==> src/rtl/jk_bank_ctrl.sv <==
// jk_bank_ctrl: command sequencer driving a bank of WIDTH JK flip-flops (load, clear, toggle, step up/down).
// Optional abort input for STEP operations is enabled by defining JK_CTRL_ABORT_EN.
module jk_bank_ctrl #(
    parameter int unsigned WIDTH = 4,
    parameter int unsigned CNT_W = 8
) (
    input  logic             clk,
    input  logic             rst,
`ifdef JK_CTRL_ABORT_EN
    input  logic             abort,
`endif
    input  logic             cmd_valid,
    output logic             cmd_ready,
    input  logic [2:0]       cmd_op,
    input  logic [WIDTH-1:0] cmd_data,
    input  logic [CNT_W-1:0] cmd_count,
    output logic [WIDTH-1:0] j_out,
    output logic [WIDTH-1:0] k_out,
    output logic [WIDTH-1:0] q,
    output logic [WIDTH-1:0] qb,
    output logic             busy,
    output logic             done
);

    typedef enum logic [1:0] {
        ST_IDLE,
        ST_EXEC,
        ST_RUN,
        ST_DONE
    } state_t;

    typedef enum logic [2:0] {
        OP_NOP       = 3'd0,
        OP_LOAD      = 3'd1,
        OP_CLEAR     = 3'd2,
        OP_TOGGLE    = 3'd3,
        OP_STEP_UP   = 3'd4,
        OP_STEP_DOWN = 3'd5,
        OP_RSV6      = 3'd6,
        OP_RSV7      = 3'd7
    } op_t;

    state_t             state_q, state_d;
    op_t                op_q, op_d;
    logic [WIDTH-1:0]   data_q, data_d;
    logic [CNT_W-1:0]   cnt_q, cnt_d;
    logic [WIDTH-1:0]   bank_q, bank_d;
    logic               ready_q, busy_q, done_q;
    logic [WIDTH-1:0]   j_drv, k_drv;
    logic [WIDTH-1:0]   up_t, dn_t;
    logic               accept;
    logic               abort_act;
    op_t                cmd_op_e;

`ifdef JK_CTRL_ABORT_EN
    assign abort_act = abort;
`else
    assign abort_act = 1'b0;
`endif

    assign cmd_op_e = op_t'(cmd_op);
    assign accept   = cmd_valid && ready_q;

    // Bit i toggles when all lower bits are 1 (up) or all lower bits are 0 (down).
    always_comb begin
        up_t = '0;
        dn_t = '0;
        for (int unsigned i = 0; i < WIDTH; i++) begin
            logic [WIDTH-1:0] low_mask;
            low_mask = {WIDTH{1'b1}} >> (WIDTH - i);
            up_t[i]  = ((bank_q & low_mask) == low_mask);
            dn_t[i]  = ((bank_q & low_mask) == '0);
        end
    end

    always_comb begin
        state_d = state_q;
        op_d    = op_q;
        data_d  = data_q;
        cnt_d   = cnt_q;
        j_drv   = '0;
        k_drv   = '0;
        case (state_q)
            ST_IDLE: begin
                if (accept) begin
                    op_d   = cmd_op_e;
                    data_d = cmd_data;
                    cnt_d  = cmd_count;
                    if (cmd_op_e == OP_STEP_UP || cmd_op_e == OP_STEP_DOWN) begin
                        state_d = (cmd_count != '0) ? ST_RUN : ST_DONE;
                    end else begin
                        state_d = ST_EXEC;
                    end
                end
            end
            ST_EXEC: begin
                case (op_q)
                    OP_LOAD: begin
                        j_drv = data_q;
                        k_drv = ~data_q;
                    end
                    OP_CLEAR: begin
                        k_drv = '1;
                    end
                    OP_TOGGLE: begin
                        j_drv = data_q;
                        k_drv = data_q;
                    end
                    default: ;
                endcase
                state_d = ST_DONE;
            end
            ST_RUN: begin
                j_drv = (op_q == OP_STEP_UP) ? up_t : dn_t;
                k_drv = j_drv;
                cnt_d = cnt_q - CNT_W'(1);
                // The step on this edge is applied even when aborting.
                if (cnt_q == CNT_W'(1) || abort_act) begin
                    cnt_d   = '0;
                    state_d = ST_DONE;
                end
            end
            ST_DONE: begin
                state_d = ST_IDLE;
            end
            default: begin
                state_d = ST_IDLE;
            end
        endcase
    end

    assign bank_d = (j_drv & ~bank_q) | (~k_drv & bank_q);

    always_ff @(posedge clk or posedge rst) begin
        if (rst) begin
            state_q <= ST_IDLE;
            op_q    <= OP_NOP;
            data_q  <= '0;
            cnt_q   <= '0;
            bank_q  <= '0;
            ready_q <= 1'b0;
            busy_q  <= 1'b0;
            done_q  <= 1'b0;
        end else begin
            state_q <= state_d;
            op_q    <= op_d;
            data_q  <= data_d;
            cnt_q   <= cnt_d;
            bank_q  <= bank_d;
            ready_q <= (state_d == ST_IDLE);
            busy_q  <= (state_d == ST_EXEC) || (state_d == ST_RUN);
            done_q  <= (state_d == ST_DONE);
        end
    end

    assign cmd_ready = ready_q;
    assign busy      = busy_q;
    assign done      = done_q;
    assign q         = bank_q;
    assign qb        = ~bank_q;
    assign j_out     = j_drv;
    assign k_out     = k_drv;

endmodule

==> config.mk <==
export PLATFORM = sky130hd
export DESIGN_NAME = jk_bank_ctrl
export DESIGN_NICKNAME = d
export VERILOG_FILES = /design/src/rtl/jk_bank_ctrl.sv
export SDC_FILE = /design/constraint.sdc
export NUM_CORES = 1
export LEC_CHECK = 0
export CAP_MARGIN = 0
export CORE_MARGIN = 2
export CORE_UTILIZATION = 49
export DETAILED_ROUTE_END_ITERATION = 6
export PLACE_DENSITY = 0.79
export SLEW_MARGIN = 0
export SYNTH_ARGS = -nofsm -noshare
export SYNTH_HDL_FRONTEND = slang
export SYNTH_SLANG_ARGS = --single-unit
==> constraint.sdc <==
create_clock -name clk -period 2.4 [get_ports clk]
set_input_delay 0.48 -clock clk [delete_from_list [all_inputs] [get_ports clk]]
set_output_delay 0.48 -clock clk [all_outputs]
set_load 0.02 [all_outputs]
Word level (Yosys, flattened, before mapping)

Cells that the tools add are included.

Register bits after elaboration: 24
Input bits: 18
Output and inout port bits: 19
Logic and storage cells: 57

Add/sub/neg operators: 1
Equal/unequal tests: 16
Muxes and demuxes: 13
Bitwise gates (word level): 6
Reductions and logical operators: 13

Operator list:

| operator                                                              | count |
|---|---|
| 8-bit 2-to-1 mux                                                      | 2 |
| 4-bit one-hot mux with 2 select lines                                 | 2 |
| 8-bit one-hot mux with 2 select lines                                 | 1 |
| 3-bit equality test, second input constant                            | 4 |
| 4-bit logical NOT                                                     | 3 |
| 4-bit inverter                                                        | 3 |
| 4-bit one-hot mux with 3 select lines                                 | 1 |
| 2-bit equality test, second input constant                            | 5 |
| 4-bit bitwise AND                                                     | 2 |
| 8-bit by 1-bit equality test with 1-bit output, second input constant | 1 |
| 4-bit 2-to-1 mux                                                      | 2 |
| 2-bit one-hot mux with 4 select lines                                 | 1 |
| 8-bit nonzero test                                                    | 1 |
| 8-bit by 1-bit subtractor with 8-bit output, second input constant    | 1 |
| 3-bit by 2-bit equality test with 1-bit output, second input constant | 2 |
| 2-bit 2-to-1 mux                                                      | 3 |
| 2-bit by 1-bit equality test with 1-bit output, second input constant | 2 |
| 2-bit logical NOT                                                     | 2 |
| 4-bit OR                                                              | 1 |
| 2-bit AND reduction                                                   | 2 |
| 3-bit by 1-bit equality test with 1-bit output, second input constant | 1 |
| 1-bit logical OR                                                      | 2 |
| 2-bit inequality test, second input constant                          | 1 |
| 2-bit nonzero test                                                    | 1 |
| 3 further kinds                                                       | 3 |

Depth between registers and ports, before layout

Gate-level depths: netlist (run 1).

Word-level depth: 7
Gate-level depth with buffers: 7
Gate-level depth less buffers: 7

Worst setup path before layout (run 1)

Ideal clock, no wire load.

Path type: reg2out
Start: register state_q[0]
End: output k_out[3]
Arrival time: 1.672 ns
Required time: 1.920 ns
Slack: 0.248 ns
Stages on the path, launching flop included: 8
Buffers on the path: 1
Path through: dfrtp_1 inv_1 ha_1 buf_4 or4b_1 mux2i_1 a21o_1 and2_1

Cells in the longest elaborated chain, start to end: 2
Elaborated cells between the ends (all ways): 3
Classes of those cells: eq/ne: 2; mux: 1

Ends and longest elaborated chain:

| what                                                                                         | line | source |
|---|---|---|
| from (decl)                                                                                  | 43   | `state_t state_q, state_d;` |
| from (signal assigned)                                                                       | 145  | `state_q <= state_d;` |
| 2-bit equality test / 2-bit by 1-bit equality test with 1-bit output (equally long branches) | 83   | `case (state_q)` |
| 4-bit one-hot mux with 2 select lines *                                                      | 83   |  |
| to (decl)                                                                                    | 18   | `output logic [WIDTH-1:0] k_out,` |

Every way passes the cells marked *; elsewhere a longest branch is shown, timed or not.

Worst setup path in the final report (run 1)

Same ends and word-level chain as after synthesis.

==> results.sh, run 1 <==
export IMPL_hold_viol=0
export IMPL_finalCritPeriodShare=1.01
export IMPL_reg2reg_from="cnt_q[1]$_DFFE_PP0P_"
export IMPL_p_per_area_mw_per_mm2=1460
export IMPL_ant_nets=0
export IMPL_synth_fp_nets=184
export IMPL_worstPathMaxFanout=2
export IMPL_synth_xor_area_share=0.0227
export IMPL_hold_worst_slack_ns=0.487
export IMPL_avgRoutedWirePerCell_um=14.2
export IMPL_fmax_mhz=413
export IMPL_ys_warn_count=0
export IMPL_nNetsFinal=236
export IMPL_maxSlewHeadroom=0.668
export IMPL_place_hpwl_um=2710
export IMPL_postSynth_asyncResetShare=1.00
export IMPL_hp_class="in -> async"
export IMPL_max_vdd_ir_drop_mv=0.708
export IMPL_reg2reg_depth=7
export IMPL_worstPathRequired_ns=1.92
export IMPL_vias_per_cell=5.43
export IMPL_yosysSeqAreaShare=0.389
export IMPL_gp_congestion=0.906
export IMPL_die_area_mm2=0.00361
export IMPL_setup_tns_final_ns=-0.0252
export IMPL_rows=20
export IMPL_cts_hold_buffers=0
export IMPL_grt_pass1_wl_um=6180
export IMPL_synth_top_family_by_area="compound AO/OA/AOI/OAI gates"
export IMPL_synth_simple_gate_area_share=0.181
export IMPL_path_clk_slew_ns=0.14
export IMPL_slowest_stage="or4b_1"
export IMPL_drtPass1Iterations=4
export IMPL_cp_start_kind="register"
export IMPL_tightestPinTransition_ns=0.495
export IMPL_fin_skew_ns=0.00657
export IMPL_num_vias=1378
export IMPL_cts_tree="done"
export IMPL_final_area_mm2=0.00211
export IMPL_synth_seq_cells=24
export IMPL_initialDrtViolationCount=54
export IMPL_maxCapViolations=0
export IMPL_grt_usage=0.229
export IMPL_avgSynthCellArea_um2=9.70
export IMPL_power_mw=3.07
export IMPL_io_pins=37
export IMPL_drive_gt1_frac=0.229
export IMPL_start_util=0.510
export IMPL_syn_inst=159
export IMPL_port_buffers=36
export IMPL_grt_overflow_total=0
export IMPL_synth_compound_area_share=0.202
export IMPL_synth_edf_count=0
export IMPL_antenna_found_initial=0
export IMPL_layout_setup_ws_ns=-0.0225
export IMPL_crit_path_max_incr_delay_ns=0.43
export IMPL_cp_cell_sequence="inv_2 > ha_4 > or4b_1 > mux2i_1 > a21o_1 > and2_4 > buf_6"
export IMPL_clock_sinks=24
export IMPL_route_detailed_drc=0
export IMPL_clock_latency_ns=0.32
export IMPL_cts_root_buf="clkbuf_4"
export IMPL_violations="setup timing"
export IMPL_critPathKind="reg -> out"
export IMPL_p_leak_nw=0.940
export IMPL_muxShareOfSynthArea=0.0843
export IMPL_fp_dieW_um=60.1
export IMPL_crit_arrival_ns=1.94
export IMPL_dieHeight_um=60.1
export IMPL_grt_pass1_vias=1427
export IMPL_timing_rr_end="busy$_DFF_PP0_"
export IMPL_synth_adder_area_share=0.0568
export IMPL_r2r_setup_slack_ns=0.32
export IMPL_netlist_area_mm2=0.00154
export IMPL_synth_distinct_cells=49
export IMPL_post_route_util=0.697
export IMPL_fillers=256
export IMPL_wirelength_um=3610
export IMPL_numCtsBuffers=3
export IMPL_core_mm2=0.00303
export IMPL_dpl_cell_area_mm2=0.00204
export IMPL_cts_max_path_buffers=2
export IMPL_diodes=0
export IMPL_outcome="finished, violations left"
export IMPL_finalSetupViolations=2
export IMPL_maxSlewViolCount=0
export IMPL_synth_flop_cell="dfrtp_1"
export IMPL_cts_htree_levels=1
export IMPL_rsz0062_at_grt="true"
export IMPL_fin_crit_ns=2.42
export IMPL_grt_max_degree=25
export IMPL_critical_path_endpoint_type="output port"
export IMPL_synthToLayoutAreaGrowth_pct=36.7
where the power goes:
group,switching (mW),leakage [nW],internal [mW]
sequential,0.171,0.290,0.611
combinational,1.06,0.629,1.01
clock,0.129,0.0210,0.0929
routing by layer:
metal,share of wire,vias to the layer above,GRT usage
li1,-,678,-
met1,0.45,667,0.292
met2,0.50,28,0.394
met3,0.037,5,0.0368
met4,0.011,0,0.0730
met5,0,-,0
worst max path at each step:
stage                               startpoint        to  cells past startpoint
after floorplan           state_q[0]$_DFF_PP0_  k_out[3]                      7
after global placement    state_q[0]$_DFF_PP0_  k_out[3]                      7
after detailed placement  state_q[0]$_DFF_PP0_  k_out[3]                      7
after CTS                 state_q[0]$_DFF_PP0_  k_out[3]                      7
after global routing      state_q[0]$_DFF_PP0_  k_out[3]                      7
final                     state_q[0]$_DFF_PP0_  k_out[3]                      7
logic make-up (layout without fill, tap and decap cells):
| family | count (synthesis) | in the layout |
|---|---|---|
| mux | 12 | 12 |
| compound gates | 44 | 44 |
| xor+xnor | 4 | 4 |
| buf+inv | 22 | 73 |
| fa+ha+maj | 7 | 7 |
| simple gates | 46 | 46 |
| flops | 24 | 24 |
worst max-delay path, delay by kind of cell (launching register included):
| family | cells | cell delay [ns] |
|---|---|---|
| DFF | 1 | 0.42 |
| muxes | 1 | 0.20 |
| and+or+nand+nor | 2 | 0.57 |
| adders and majority gates | 1 | 0.12 |
| buffers and inverters | 2 | 0.18 |
| AOI/OAI and AO/OA | 1 | 0.13 |
timing repair:
item,CTS,global route
buffers inserted,1,1
endpoints found under the hold margin,0,0
endpoints found under the setup margin,8,8
pin swaps,3,1
resized for setup,38,4
through the flow:
step / instances / setup slack, ns
final: 254 / -0.0225
after global routing: 254 / -0.114
after CTS: 253 / -0.0155
after detailed placement: 248 / -0.151
after global placement: 248 / -0.124
after floorplan: 159 / 0.248
registers in the layout (all words and copies together) (netlist names):
name and count:
state_q 2, data_q 4, q 4, cmd_ready 1, done 1, op_q 3
busy 1, cnt_q 8
cell usage in the layout (no fill, tap or decap), drive strengths merged, types with 4 or more instances in the layout:
master         Yosys  routed
xnor2              4       4
a21oi              4       4
o21ai             13      13
nor2               9       9
inv               14      14
mux2               8       8
nand2              5       5
clkdlybuf4s50      0      28
mux2i              4       4
ha                 7       7
buf                6      23
clkbuf             1       4
dfrtp             24      24
nand2b             5       5
and2               5       5
cell type report:
type	instances	area [um^2]	share of cell area
Timing Repair Buffer	54	487	0.231
Sequential cell	24	601	0.285
Clock buffer	4	36.3	0.0172
Tap cell	44	55.1	0.0261
Multi-Input combinational cell	113	875	0.415
Inverter	15	56.3	0.0267
cell usage after synthesis (all sizes together), types with 3 or more instances:
library cell,instances,share of area
a31oi,3,0.012
nand2b,5,0.020
nand2,5,0.012
inv,14,0.034
a22o,3,0.017
mux2,8,0.058
xnor2,4,0.023
nand3,3,0.0097
mux2i,4,0.026
dfrtp,24,0.39
a21oi,4,0.013
ha,7,0.057
and2,5,0.020
o21ai,13,0.049
nor2,9,0.022
buf,6,0.025
a21boi,3,0.015
a21o,3,0.015
a2bb2oi,3,0.017
Note: power is estimated with default switching activity, not from simulation.
==> run 2, diff against run 1 <==
--- a/config.mk
+++ b/config.mk
@@ -10,6 +10,7 @@
 export CORE_UTILIZATION = 49
 export DETAILED_ROUTE_END_ITERATION = 6
 export PLACE_DENSITY = 0.79
+export SKIP_LAST_GASP = 1
 export SLEW_MARGIN = 0
 export SYNTH_ARGS = -nofsm -noshare
 export SYNTH_HDL_FRONTEND = slang
==> constraint.sdc (replaced) <==
create_clock -name clk -period 2.4 [get_ports clk]
set_input_delay 0.48 -clock clk [delete_from_list [all_inputs] [get_ports clk]]
set_output_delay 0.48 -clock clk [all_outputs]
set_load 0.005 [all_outputs]
==> run 2 against run 1 <==
Effect of this change:
- the flow still finishes with violations (setup timing)
- setup slack worse by 0.15 ns
- power increased by 2.2%
- critical path depth is 1 higher
- hold slack got worse by 0.0071 ns
- sequential power is 2.7% higher
- sequential share of layout area is 1.5 points lower
- routed wire length rose by 18%
- utilization rose by 3.9 points
- non-clock buffer count rose by 12
- combinational power rose by 3%
- flip-flop and latch count unchanged
- largest cell class unchanged
==> results.sh, run 2 (synthesis results as in run 1) <==
export IMPL_max_vdd_ir_drop_mv=0.784
export IMPL_initialDrtViolationCount=111
export IMPL_layout_setup_ws_ns=-0.173
export IMPL_hold_viol=0
export IMPL_finalSetupViolations=5
export IMPL_gr_usage_met3=0.0303
export IMPL_post_route_util=0.736
export IMPL_busiest_layer="met2"
export IMPL_ant_nets=0
export IMPL_drtPass1Iterations=4
export IMPL_dpl_cell_area_mm2=0.00201
export IMPL_wirelength_um=4240
export IMPL_slowest_stage="or4b_4"
export IMPL_rows=20
export IMPL_met1_usage=0.339
export IMPL_num_vias=1507
export IMPL_clock_sinks=24
export IMPL_grtUsageMet2=0.424
export IMPL_cp_buffers_inverters=3
export IMPL_grt_usage=0.258
export IMPL_dieHeight_um=60.1
export IMPL_start_util=0.510
export IMPL_route_detailed_drc=0
export IMPL_cts_htree_levels=1
export IMPL_p_switching_mw=1.34
export IMPL_largest_register_ffs=8
export IMPL_clock_latency_ns=0.33
export IMPL_setup_tns_final_ns=-0.574
export IMPL_place_inst=245
export IMPL_maxSlewViolCount=0
export IMPL_maxCapViolations=0
export IMPL_gp_congestion=0.890
export IMPL_fin_skew_ns=0.00440
export IMPL_pwr_share_seq=0.256
export IMPL_antenna_found_initial=0
export IMPL_power_frac_comb=0.683
export IMPL_finalCritPeriodShare=1.07
export IMPL_io_pins=37
export IMPL_worstPathRequired_ns=1.92
export IMPL_grt_overflow_total=0
export IMPL_crit_path_max_incr_delay_ns=0.48
export IMPL_preCtsSetupSlack_ns=-0.0447
export IMPL_critPathKind="reg -> out"
export IMPL_port_buffers=36
export IMPL_cts_max_path_buffers=2
export IMPL_final_cells=265
export IMPL_grt_pass1_wl_um=7000
export IMPL_violations="setup timing"
export IMPL_tightestPinTransition_ns=0.506
export IMPL_cp_start_kind="register"
export IMPL_nNetsFinal=248
export IMPL_die_area_mm2=0.00361
export IMPL_critPathTopFamily="simple AND/OR/NAND/NOR gates"
export IMPL_cp_cell_sequence="inv_2 > ha_4 > or4b_4 > mux2i_4 > buf_6 > a21o_1 > and2_1 > buf_2"
export IMPL_maxSlewHeadroom=0.660
export IMPL_final_area_mm2=0.00223
export IMPL_cts_hold_buffers=0
export IMPL_core_mm2=0.00303
export IMPL_final_cell_mix="clkdlybuf4s50_1 (28), buf_4 (28), dfrtp_1 (24)"
export IMPL_p_sw_frac=0.427
export IMPL_hp_class="in -> async"
export IMPL_vias_per_cell=5.69
export IMPL_drive_gt1_frac=0.281
export IMPL_worstPathMaxFanout=2
export IMPL_p_per_area_mw_per_mm2=1410
export IMPL_outcome="finished, violations left"
export IMPL_rsz0062_at_grt="true"
export IMPL_fin_crit_ns=2.57
export IMPL_numCtsBuffers=3
export IMPL_grt_max_degree=25
export IMPL_fmax_mhz=389
export IMPL_cts_root_buf="clkbuf_4"
export IMPL_crit_arrival_ns=2.09
export IMPL_path_clk_slew_ns=0.14
export IMPL_clkPwrFrac=0.061
export IMPL_avgRoutedWirePerCell_um=16.0
export IMPL_fp_dieW_um=60.1
export IMPL_cts_tree="done"
export IMPL_top_register="cnt_q"
export IMPL_synthToLayoutAreaGrowth_pct=44.4
export IMPL_critical_path_endpoint_type="output port"
export IMPL_grt_pass1_vias=1477
export IMPL_p_int_mw=1.80
export IMPL_diodes=0
export IMPL_p_leak_nw=1.01
export IMPL_place_hpwl_um=2680
[run 2: cell types whose count changed in the layout (fill, tap and decap cells not counted), sizes merged]
| cell | before | now |
|---|---|---|
| buf | 23 | 32 |
| clkbuf | 4 | 7 |
| clkdlybuf4s15 | 3 | 0 |
| dlygate4sd2 | 0 | 2 |
[run 2: routing by layer]
layer	wire length, um	vias to the layer above	share of wire
li1	-	696	-
met1	1810	734	0.43
met2	2100	68	0.49
met3	258	9	0.061
met4	75	0	0.018
met5	0	-	0
[run 2: final cells by class]
type	count	area, um^2
timing repair buffer	66	564
multi-input combinational	113	928
fill	209	801
tap	44	55.1
sequential	24	601
clock buffer	3	22.5
inverter	15	56.3
[run 2: worst reg2reg max path, cell delays in order (launching register included)]
cell	delay, ns
dfrtp_1	0.41
inv_2	0.09
buf_4	0.13
ha_4	0.22
nand3b_1	0.12
mux2i_2	0.10
buf_4	0.15
buf_4	0.12
a41o_1	0.22
buf_4	0.14
buf_4	0.12
mux2_2	0.26
[run 2: repair_timing]
action,CTS,global route
endpoints found under the setup margin,8,7
gates resized for setup,29,13
pin swaps,3,3
buffers inserted,10,8
[run 2: power groups by stage]
stage	combinational (mW)	clock, mW	sequential, mW
6_report	2.14	0.192	0.803
5_1_grt	2.33	0.210	0.827
4_1_cts	1.95	0.192	0.785
3_5_place_dp	1.78	0	0.785
3_3_place_gp	1.72	0	0.771
2_1_floorplan	1.13	0	0.749
[run 2: final timing paths]
| check | slack [ns] | cells after the start | from | to |
|---|---|---|---|---|
| max in group asynchronous | 1.68 | 3 | rst | op_q[1]$_DFFE_PP0P_ |
| min | 0.48 | 3 | rst | cnt_q[0]$_DFFE_PP0P_ |
| max reg2reg | 0.21 | 11 | state_q[0]$_DFF_PP0_ | q[1]$_DFF_PP0_ |
| min in group clk | 0.55 | 1 | data_q[3]$_DFFE_PP0P_ | data_q[3]$_DFFE_PP0P_ |
| max | -0.17 | 8 | state_q[0]$_DFF_PP0_ | k_out[3] |
| min reg2reg | 0.55 | 1 | data_q[3]$_DFFE_PP0P_ | data_q[3]$_DFFE_PP0P_ |
[run 2: per-stage QoR]
stage,power [mW],hold slack [ns]
2_1_floorplan,1.87,0.461
3_5_place_dp,2.56,0.512
6_report,3.14,0.480
3_3_place_gp,2.49,0.484
4_1_cts,2.92,0.494
5_1_grt,3.37,0.499
